<file path="src/rtl/rc4_pkg.sv">
// Shared types and constants for the RC4 S-box controller.
package rc4_pkg;

    typedef enum logic [2:0] {
        StInit,
        StIdle,
        StRdA,
        StRdB,
        StWrA,
        StWrB,
        StRdFin
    } state_e;

    localparam logic OP_READ = 1'b0;
    localparam logic OP_SWAP = 1'b1;

    localparam int unsigned NUM_REQ    = 2;
    localparam int unsigned SBOX_DEPTH = 256;

endpackage

</file>
<file path="src/rtl/sbox_ram.sv">
// Single-port S-box RAM: 1-cycle synchronous read (read-first), write at the clock edge.
module sbox_ram #(
    parameter int unsigned AW = 8
) (
    input  logic          clk,
    input  logic          we,
    input  logic [AW-1:0] addr,
    input  logic [AW-1:0] wdata,
    output logic [AW-1:0] rdata
);

    logic [AW-1:0] mem [2**AW];

    always_ff @(posedge clk) begin
        if (we) begin
            mem[addr] <= wdata;
        end
        rdata <= mem[addr];
    end

endmodule

</file>
<file path="src/rtl/rc4_sbox_ctrl.sv">
// RC4 S-box controller: identity init, then arbitrated read/swap transactions on a shared RAM.
// Define RC4_SBOX_RR_EN for round-robin arbitration; otherwise requester 0 has fixed priority.
module rc4_sbox_ctrl
    import rc4_pkg::*;
#(
    parameter int unsigned AW = 8
) (
    input  logic                  clk,
    input  logic                  rst,
    input  logic                  reinit,
    output logic                  init_done,
    output logic                  busy,
    input  logic [NUM_REQ-1:0]    req,
    input  logic [NUM_REQ-1:0]    req_op,
    input  logic [NUM_REQ*AW-1:0] req_addr_a,
    input  logic [NUM_REQ*AW-1:0] req_addr_b,
    output logic [NUM_REQ-1:0]    ack,
    output logic [AW-1:0]         rdata_a,
    output logic [AW-1:0]         rdata_b
);

    state_e        state_q, state_d;
    logic [AW-1:0] k_q, k_d;
    logic          init_done_q, init_done_d;
    logic          op_q, op_d;
    logic          grant_q, grant_d;
    logic [AW-1:0] addr_a_q, addr_a_d;
    logic [AW-1:0] addr_b_q, addr_b_d;
    logic [AW-1:0] a_q, a_d;
    logic [AW-1:0] b_q, b_d;
    logic [AW-1:0] out_a_q, out_a_d;
    logic [AW-1:0] out_b_q, out_b_d;

    logic          ram_we;
    logic [AW-1:0] ram_addr;
    logic [AW-1:0] ram_wdata;
    logic [AW-1:0] ram_rdata;

    logic          any_req;
    logic          gnt_idx;
    logic          ack_valid;
    logic [AW-1:0] cur_b;

    // Arbiter: gnt_idx is only meaningful when any_req is set.
`ifdef RC4_SBOX_RR_EN
    logic last_q, last_d;

    always_comb begin
        any_req = |req;
        if (&req) begin
            gnt_idx = ~last_q;
        end else begin
            gnt_idx = ~req[0];
        end
    end
`else
    always_comb begin
        any_req = |req;
        gnt_idx = ~req[0];
    end
`endif

    always_comb begin
        state_d     = state_q;
        k_d         = k_q;
        init_done_d = init_done_q;
        op_d        = op_q;
        grant_d     = grant_q;
        addr_a_d    = addr_a_q;
        addr_b_d    = addr_b_q;
        a_d         = a_q;
        b_d         = b_q;
        ram_we      = 1'b0;
        ram_addr    = addr_a_q;
        ram_wdata   = a_q;
        ack_valid   = 1'b0;
        cur_b       = b_q;
`ifdef RC4_SBOX_RR_EN
        last_d      = last_q;
`endif

        unique case (state_q)
            StInit: begin
                ram_we    = 1'b1;
                ram_addr  = k_q;
                ram_wdata = k_q;
                if (k_q == '1) begin
                    state_d     = StIdle;
                    init_done_d = 1'b1;
                end else begin
                    k_d = k_q + 1'b1;
                end
            end
            StIdle: begin
                if (reinit) begin
                    state_d     = StInit;
                    init_done_d = 1'b0;
                    k_d         = '0;
                end else if (any_req) begin
                    grant_d  = gnt_idx;
                    op_d     = req_op[gnt_idx];
                    addr_a_d = gnt_idx ? req_addr_a[2*AW-1:AW] : req_addr_a[AW-1:0];
                    addr_b_d = gnt_idx ? req_addr_b[2*AW-1:AW] : req_addr_b[AW-1:0];
`ifdef RC4_SBOX_RR_EN
                    last_d   = gnt_idx;
`endif
                    state_d  = StRdA;
                end
            end
            StRdA: begin
                ram_addr = addr_a_q;
                state_d  = StRdB;
            end
            StRdB: begin
                ram_addr = addr_b_q;
                a_d      = ram_rdata;
                state_d  = (op_q == OP_SWAP) ? StWrA : StRdFin;
            end
            StWrA: begin
                ram_addr  = addr_a_q;
                ram_we    = 1'b1;
                ram_wdata = ram_rdata;
                b_d       = ram_rdata;
                state_d   = StWrB;
            end
            StWrB: begin
                ram_addr  = addr_b_q;
                ram_we    = 1'b1;
                ram_wdata = a_q;
                ack_valid = 1'b1;
                state_d   = StIdle;
            end
            StRdFin: begin
                // S[b] arrives from the RAM this cycle; expose it during the ack.
                b_d       = ram_rdata;
                cur_b     = ram_rdata;
                ack_valid = 1'b1;
                state_d   = StIdle;
            end
            default: begin
                state_d = StInit;
            end
        endcase
    end

    always_comb begin
        ack = '0;
        if (ack_valid) begin
            ack[grant_q] = 1'b1;
        end
        out_a_d = ack_valid ? a_q : out_a_q;
        out_b_d = ack_valid ? cur_b : out_b_q;
    end

    assign rdata_a   = out_a_d;
    assign rdata_b   = out_b_d;
    assign init_done = init_done_q;
    assign busy      = (state_q != StIdle);

    always_ff @(posedge clk or posedge rst) begin
        if (rst) begin
            state_q     <= StInit;
            k_q         <= '0;
            init_done_q <= 1'b0;
            op_q        <= OP_READ;
            grant_q     <= 1'b0;
            addr_a_q    <= '0;
            addr_b_q    <= '0;
            a_q         <= '0;
            b_q         <= '0;
            out_a_q     <= '0;
            out_b_q     <= '0;
        end else begin
            state_q     <= state_d;
            k_q         <= k_d;
            init_done_q <= init_done_d;
            op_q        <= op_d;
            grant_q     <= grant_d;
            addr_a_q    <= addr_a_d;
            addr_b_q    <= addr_b_d;
            a_q         <= a_d;
            b_q         <= b_d;
            out_a_q     <= out_a_d;
            out_b_q     <= out_b_d;
        end
    end

`ifdef RC4_SBOX_RR_EN
    // Resets to 1 so requester 0 wins the first tie.
    always_ff @(posedge clk or posedge rst) begin
        if (rst) begin
            last_q <= 1'b1;
        end else begin
            last_q <= last_d;
        end
    end
`endif

    sbox_ram #(
        .AW (AW)
    ) u_sbox_ram (
        .clk   (clk),
        .we    (ram_we),
        .addr  (ram_addr),
        .wdata (ram_wdata),
        .rdata (ram_rdata)
    );

endmodule

</file>
<file path="config.mk">
export PLATFORM = sky130hd
export DESIGN_NAME = rc4_sbox_ctrl
export DESIGN_NICKNAME = d
export VERILOG_FILES = /design/src/rtl/rc4_pkg.sv /design/src/rtl/sbox_ram.sv /design/src/rtl/rc4_sbox_ctrl.sv
export SDC_FILE = /design/constraint.sdc
export NUM_CORES = 2
export LEC_CHECK = 0
export ABC_AREA = 0
export BUFFER_PORTS_ARGS = -buffer_cell sky130_fd_sc_hd__buf_4
export CORE_ASPECT_RATIO = 0.6
export CORE_MARGIN = 4
export CORE_UTILIZATION = 45
export CTS_BUF_LIST = sky130_fd_sc_hd__clkbuf_16
export CTS_CLUSTER_DIAMETER = 150
export CTS_CLUSTER_SIZE = 28
export DETAILED_ROUTE_END_ITERATION = 7
export SYNTH_ARGS = -nofsm -noshare
export SYNTH_HDL_FRONTEND = slang
export SYNTH_SLANG_ARGS = --single-unit
export TNS_END_PERCENT = 50
</file>
<file path="constraint.sdc">
create_clock -name clk -period 12.75 [get_ports clk]
set_input_delay 0.6375 -clock clk [delete_from_list [all_inputs] [get_ports clk]]
set_output_delay 0.6375 -clock clk [all_outputs]
set_load 0.01 [all_outputs]
</file>
## Yosys cells after proc, flatten, opt, wreduce, memory -nomap -nowiden

Memory sizes are Yosys's and may differ from the RTL's. A register that Yosys moved wholly into a read port is not among the register bits.
Cells that the tools add are included.

| storage, ports and cells | value |
|---|---|
| input port bits | 39 |
| logic and storage cells | 69 |
| latch bits | 0 |
| memories kept | 1 |
| output and inout bits | 20 |
| flip-flop bits (word level) | 62 |
| RAM bits | 2048 |
| bits in read-only memories | 0 |

| cells by class | value |
|---|---|
| reduce and logical (&&, ||, !) cells | 12 |
| multipliers | 0 |
| $add $sub $neg | 1 |
| divide/modulo/power cells | 0 |
| equality and inequality tests | 12 |
| shift operators | 0 |
| magnitude comparators | 3 |
| mux-type cells | 27 |
| bitwise logic cells | 2 |

Memory list:

| memory | words | bits a word | read ports | clocked after memory_dff | wr ports | line | source |
|---|---|---|---|---|---|---|---|
| u_sbox_ram.mem | 256 | 8 | 1 | 1 | 1 | sbox_ram.sv:12 | `logic [AW-1:0] mem [2**AW];` |

Operator list:

| operator | number |
|---|---|
| $mux W8 | 7 |
| $pmux W8 S2 | 3 |
| $pmux W3 S6 | 1 |
| $eq A3 B3 Y1 const B | 3 |
| $mux W1 | 9 |
| $mux W3 | 3 |
| $reduce_and A3 Y1 | 3 |
| $add A8 B1 Y8 const B | 1 |
| $eq A8 B8 Y1 const B | 1 |
| $reduce_or A2 Y1 | 4 |
| $eq A3 B2 Y1 const B | 2 |
| $ne A2 B2 Y1 const B | 3 |
| $lt A1 B2 Y1 const B | 2 |
| $mux W2 | 2 |
| $eq A3 B1 Y1 const B | 1 |
| $logic_not A3 Y1 | 1 |
| $ne A3 B1 Y1 const B | 1 |
| $ne A3 B3 Y1 const B | 1 |
| $reduce_or A3 Y1 | 1 |
| $not A1 Y1 | 2 |
| $pmux W1 S2 | 1 |
| $reduce_and A2 Y1 | 1 |
| $reduce_bool A2 Y1 | 1 |
| $demux W1 S1 | 1 |
| 2 further kinds | 2 |

## Logic depth before layout (Yosys ltp)

| depth | value |
|---|---|
| depth in word-level cells | 5 |
| mapped depth | 15 |
| depth with buffers taken out | 9 |

## Cells and area by module

A second synthesis with hierarchy kept.

| second synthesis, totals | value |
|---|---|
| cells, all modules | 3885 |
| area, all modules | 81868.5 um2 |

By module, submodules not included:

| module | cells an instance | area each (um2) | seq. area each (um2) | instances |
|---|---|---|---|---|
| sbox_ram | 3547 | 78492.8 | 61659.1 | 1 |
| rc4_sbox_ctrl | 338 | 3375.7 | 1551.5 | 1 |

## Least setup slack after synthesis

OpenSTA, ideal clock, no wires.

| path | value |
|---|---|
| kind | reg-to-reg |
| start point | register state_q[0] |
| end point | memory u_sbox_ram.mem[0][7] (data pin) |
| path slack | 2.516 ns |
| clock period less this slack | 10.234 ns |
| stages on the path, launching flop included | 9 |
| library setup time | 1.579 ns |
| data required time | 11.171 ns |
| arrival time | 8.655 ns |
| path buffers | 5 |
| path through | dfrtp_1 -> buf_2 -> buf_4 -> clkbuf_1 -> clkbuf_1 -> nor2_1 -> clkbuf_1 -> nor2_1 -> a21oi_1 |

| between the ends | value |
|---|---|
| word-level cells in the longest chain between the ends | 2 |
| elaborated cells between the ends (all ways) | 3 |
| those cells by class | eq/ne (1); mux (1); reduce/logical (1) |

Ends and longest elaborated chain:

| element | line | source |
|---|---|---|
| start: declaration | rc4_sbox_ctrl.sv:22 | `state_e state_q, state_d;` |
| start signal: assignment | rc4_sbox_ctrl.sv:162 | `state_q <= StInit;` |
| start signal: assignment | rc4_sbox_ctrl.sv:174 | `state_q <= state_d;` |
| $eq A3 B3 Y1 / $logic_not A3 Y1 (equally long branches) | rc4_sbox_ctrl.sv:82 | `unique case (state_q)` |
| $pmux W8 S2 * | rc4_sbox_ctrl.sv:82 |  |
| net ram_wdata[7] | rc4_sbox_ctrl.sv:36 | `logic [AW-1:0] ram_wdata;` |
| end: declaration | sbox_ram.sv:12 |  |

Mark *: on every way through the listed nets, which the timed path passes. The rest lies on a longest branch.

## Worst setup path after layout

| path | value |
|---|---|
| start point | register state_q[1] |
| end point | register u_sbox_ram.rdata[0], read port of u_sbox_ram.mem |

| between the ends | value |
|---|---|
| word-level cells in the longest chain between the ends | 3 |
| elaborated cells between the ends (all ways) | 5 |
| those cells by class | eq/ne (2); mux (1); reduce/logical (2) |

Ends and longest elaborated chain:

| element | line | source |
|---|---|---|
| $eq A3 B3 Y1 / $eq A3 B2 Y1 (equally long branches) | rc4_sbox_ctrl.sv:82 |  |
| $reduce_or A2 Y1 (no line) | n/a |  |
| $pmux W8 S2 * | rc4_sbox_ctrl.sv:82 |  |
| end: declaration | sbox_ram.sv:9 | `output logic [AW-1:0] rdata` |

Mark *: on every way between the ends. The rest lies on a longest branch, timed or not.
A chain may end at the register's enable or synchronous reset.

==> qor.txt <==
grt ovf - 0
layout cells sized above 1 - 0.0855
fill count - 16000
largest net degree at the start of global routing - 177
DRC viols - 0
WP data arrival - 7.32 ns
Post-CTS Setup Inserts - 0
die area - 196000 µm²
dominant cell type by area after synthesis - edfxtp_1
Setup TNS - 0 ns
Seq/Total Area, Yosys - 0.746
antenna violations before repair - 11
clock transition at the registers of the reported paths - 0.11 ns
core box area - 187000 µm²
Worst Hold Class - input pin to async pin
Final setup violation count - 0
NumNets Final - 5754
clk_lat worst skew - 0.77 ns
Initial DRC Count - 8446
die width - 568 µm
most frequent cells after synthesis - edfxtp_1 (2048), nand2_1 (1101), nand3_1 (588)
Starting Density - 0.453
Num CTS Buffers - 85
Buf/Inv on CP - 3
die span in y - 344 µm
failing checks - max-capacitance violations, max-slew violations
routed wire length - 252000 µm
Critical Path RT - 13.35 ns
Startpoint Class - flop
count leader, synth - edfxtp_1
RD Place Congestion - 0.910
first-pass detailed-route iteration total - 6
Top delay family on crit path - simple AND/OR/NAND/NOR gates
RSZ-0062 raised after global routing - no
global-route wire length before repair - 360000 µm
drt wl/cell - 30.5 µm
# clock sinks - 2118
CTS tree - done
reg2reg end - u_sbox_ram.rdata[0]$_DFF_P_
Top-Level Pins - 59
Async SR Flop Fraction - 0.0293
critical-path maximum fanout - 55
syn nets - 5891
Top FF cell, synth - edfxtp_1
H-tree depth - 3
R2R Setup Slk - 6.03 ns
Sequential Area - 63200 µm²
Max-slew headroom - -0.00469
f_max - 149 MHz
Syn Area/Cell - 14.5 µm²
Detail Route Antenna Nets - 0
vias in the first global route - 48200
via/cell ratio - 6.32
Max Slew Vio Count - 2
Synth area leaders - edfxtp_1 (73%), nand2_1 (4.9%), mux4_2 (3.6%)
Cell variety after synth - 75
Hold Fails Final Rpt - 0
Worst Reg-to-Reg Cells - 12
crit end category - flop
post-CTS resize count - 0
gr usage total - 0.252
Clock Root Buffer - clkbuf_16
yosys warns - 0
Setup Crit Path Kind - flop to flop
row count - 123
Slew @ Worst Pin - 1.50 ns
hold-fix buffers at CTS - 0
Clock Tree Buf Depth - 3
max_cap viols - 1
Final min period - 6.72 ns
Mapped Area - 84800 µm²
I/O Buffers - 58
DR vias - 52200
Setup Skew - 0.0456 ns
Max stage delay on crit path - 1.15 ns
Synth top area share - 0.725
DPL Wire Length - 155000 µm
multi-input logic area - 20100 µm²
number of synthesized flops with an enable pin - 2048
register bit total from synthesis - 2118
Crit-path slowest cell - a211oi_1
Final Cycle Share - 0.527
CP dominant cell by count - buf_4
status - finished, violations left
Critical Path, Cell by Cell - nand2b_1, a222oi_1, nand2_4, buf_4, buf_4, nor4_2, buf_4, nand3_1, nand4_1, nor4_1, a211oi_1, nand4_1
worst r2r src - state_q[1]$_DFFE_PP0P_
Cells after Synth - 5851
Area Overhead vs Synth - 6.60%
[cell families (layout without fill, tap and decap cells)]
group                      after synthesis  count (layout)  synth area share
AOI/OAI and AO/OA                      597             597            0.0478
other                                    0               8                 0
DFF                                   2118            2118             0.746
buffers and inverters                  418             320            0.0225
xor gates and xnor gates                 7               7          0.000945
and+or+nand+nor                       2439            2439             0.131
adders and majority gates                1               1          0.000148
muxes                                  271             271            0.0524
[how the worst max path moves through the flow]
stage	end	cells after the start	slack, ns	from
after floorplan	u_sbox_ram.mem[0][7]$_DFFE_PP_	8	2.52	state_q[0]$_DFFE_PP0P_
after global placement	u_sbox_ram.rdata[0]$_DFF_P_	12	6.49	state_q[1]$_DFFE_PP0P_
after detailed placement	u_sbox_ram.rdata[0]$_DFF_P_	12	6.48	state_q[1]$_DFFE_PP0P_
after CTS	u_sbox_ram.rdata[0]$_DFF_P_	12	6.43	state_q[1]$_DFFE_PP0P_
after global routing	u_sbox_ram.rdata[4]$_DFF_P_	13	5.94	state_q[0]$_DFFE_PP0P_
final	u_sbox_ram.rdata[0]$_DFF_P_	12	6.03	state_q[1]$_DFFE_PP0P_
[layout by cell type (no fill, tap or decap), drive strengths merged, types with 10 or more instances in the layout]
cell     synthesis  routed
o22ai           31      31
a31oi           81      81
a21oi           83      83
and4            16      16
a32oi           53      53
a211oi          64      64
a2111oi         11      11
o211ai          14      14
dfrtp           62      62
nor4            30      30
buf            235     184
inv              9      46
o2111ai         25      25
a22oi           26      26
mux2            10      10
edfxtp        2048    2048
nand3          588     588
mux2i          124     124
o21ai          139     139
nand4          234     234
a41oi           37      37
clkbuf         174      89
nor3            52      52
nand2         1101    1101
nor2           311     311
mux4           137     137
and3            69      69
nand4b          14      14
[cell type report]
class / instances / share of cell area
sequential: 2118 / 0.699
multi-input combinational: 3315 / 0.222
tap: 2500 / 0.0346
clock buffer: 88 / 0.0244
timing repair buffer: 185 / 0.0172
clock inverter: 38 / 0.00197
inverter: 9 / 0.000374
antenna: 8 / 0.000222
[through the flow]
step	setup slack (ns)	hold WS [ns]	utilization	cell area, µm²	std cells
floorplan	2.52	0.436	-	84800	5851
global placement	6.49	0.457	0.469	87900	8126
detailed placement	6.48	0.465	0.470	87900	8126
CTS	6.43	0.103	0.482	90300	8252
global route	5.94	0.171	0.482	90400	8253
finish	6.03	0.116	0.483	90400	8261
[metal layers]
layer,GRT usage,up-vias,routed length (µm)
li1,-,22100,-
met1,0.399,26700,110000
met2,0.336,3092,101000
met3,0.0848,318,35000
met4,0.0509,2,5380
met5,0,-,19
[worst reg2reg max path, delay by kind of cell (launching register included)]
kind	cells	cell delay, ns
DFF	1	0.61
buffers and inverters	3	1.35
and+or+nand+nor	7	2.78
AOI/OAI and AO/OA	2	1.86
[flip-flops by register name, summed over array words and instances (netlist names)]
| register | flops |
|---|---|
| u_sbox_ram.mem | 2048 |
| a_q | 8 |
| addr_a_q | 8 |
| addr_b_q | 8 |
| b_q | 8 |
| k_q | 8 |
| out_a_q | 8 |
| out_b_q | 8 |
| u_sbox_ram.rdata | 8 |
| state_q | 3 |
| grant_q | 1 |
| init_done | 1 |
| op_q | 1 |
Power is not shown: default switching activity piles up to over one toggle a cycle in this logic, so the estimate is an artifact.
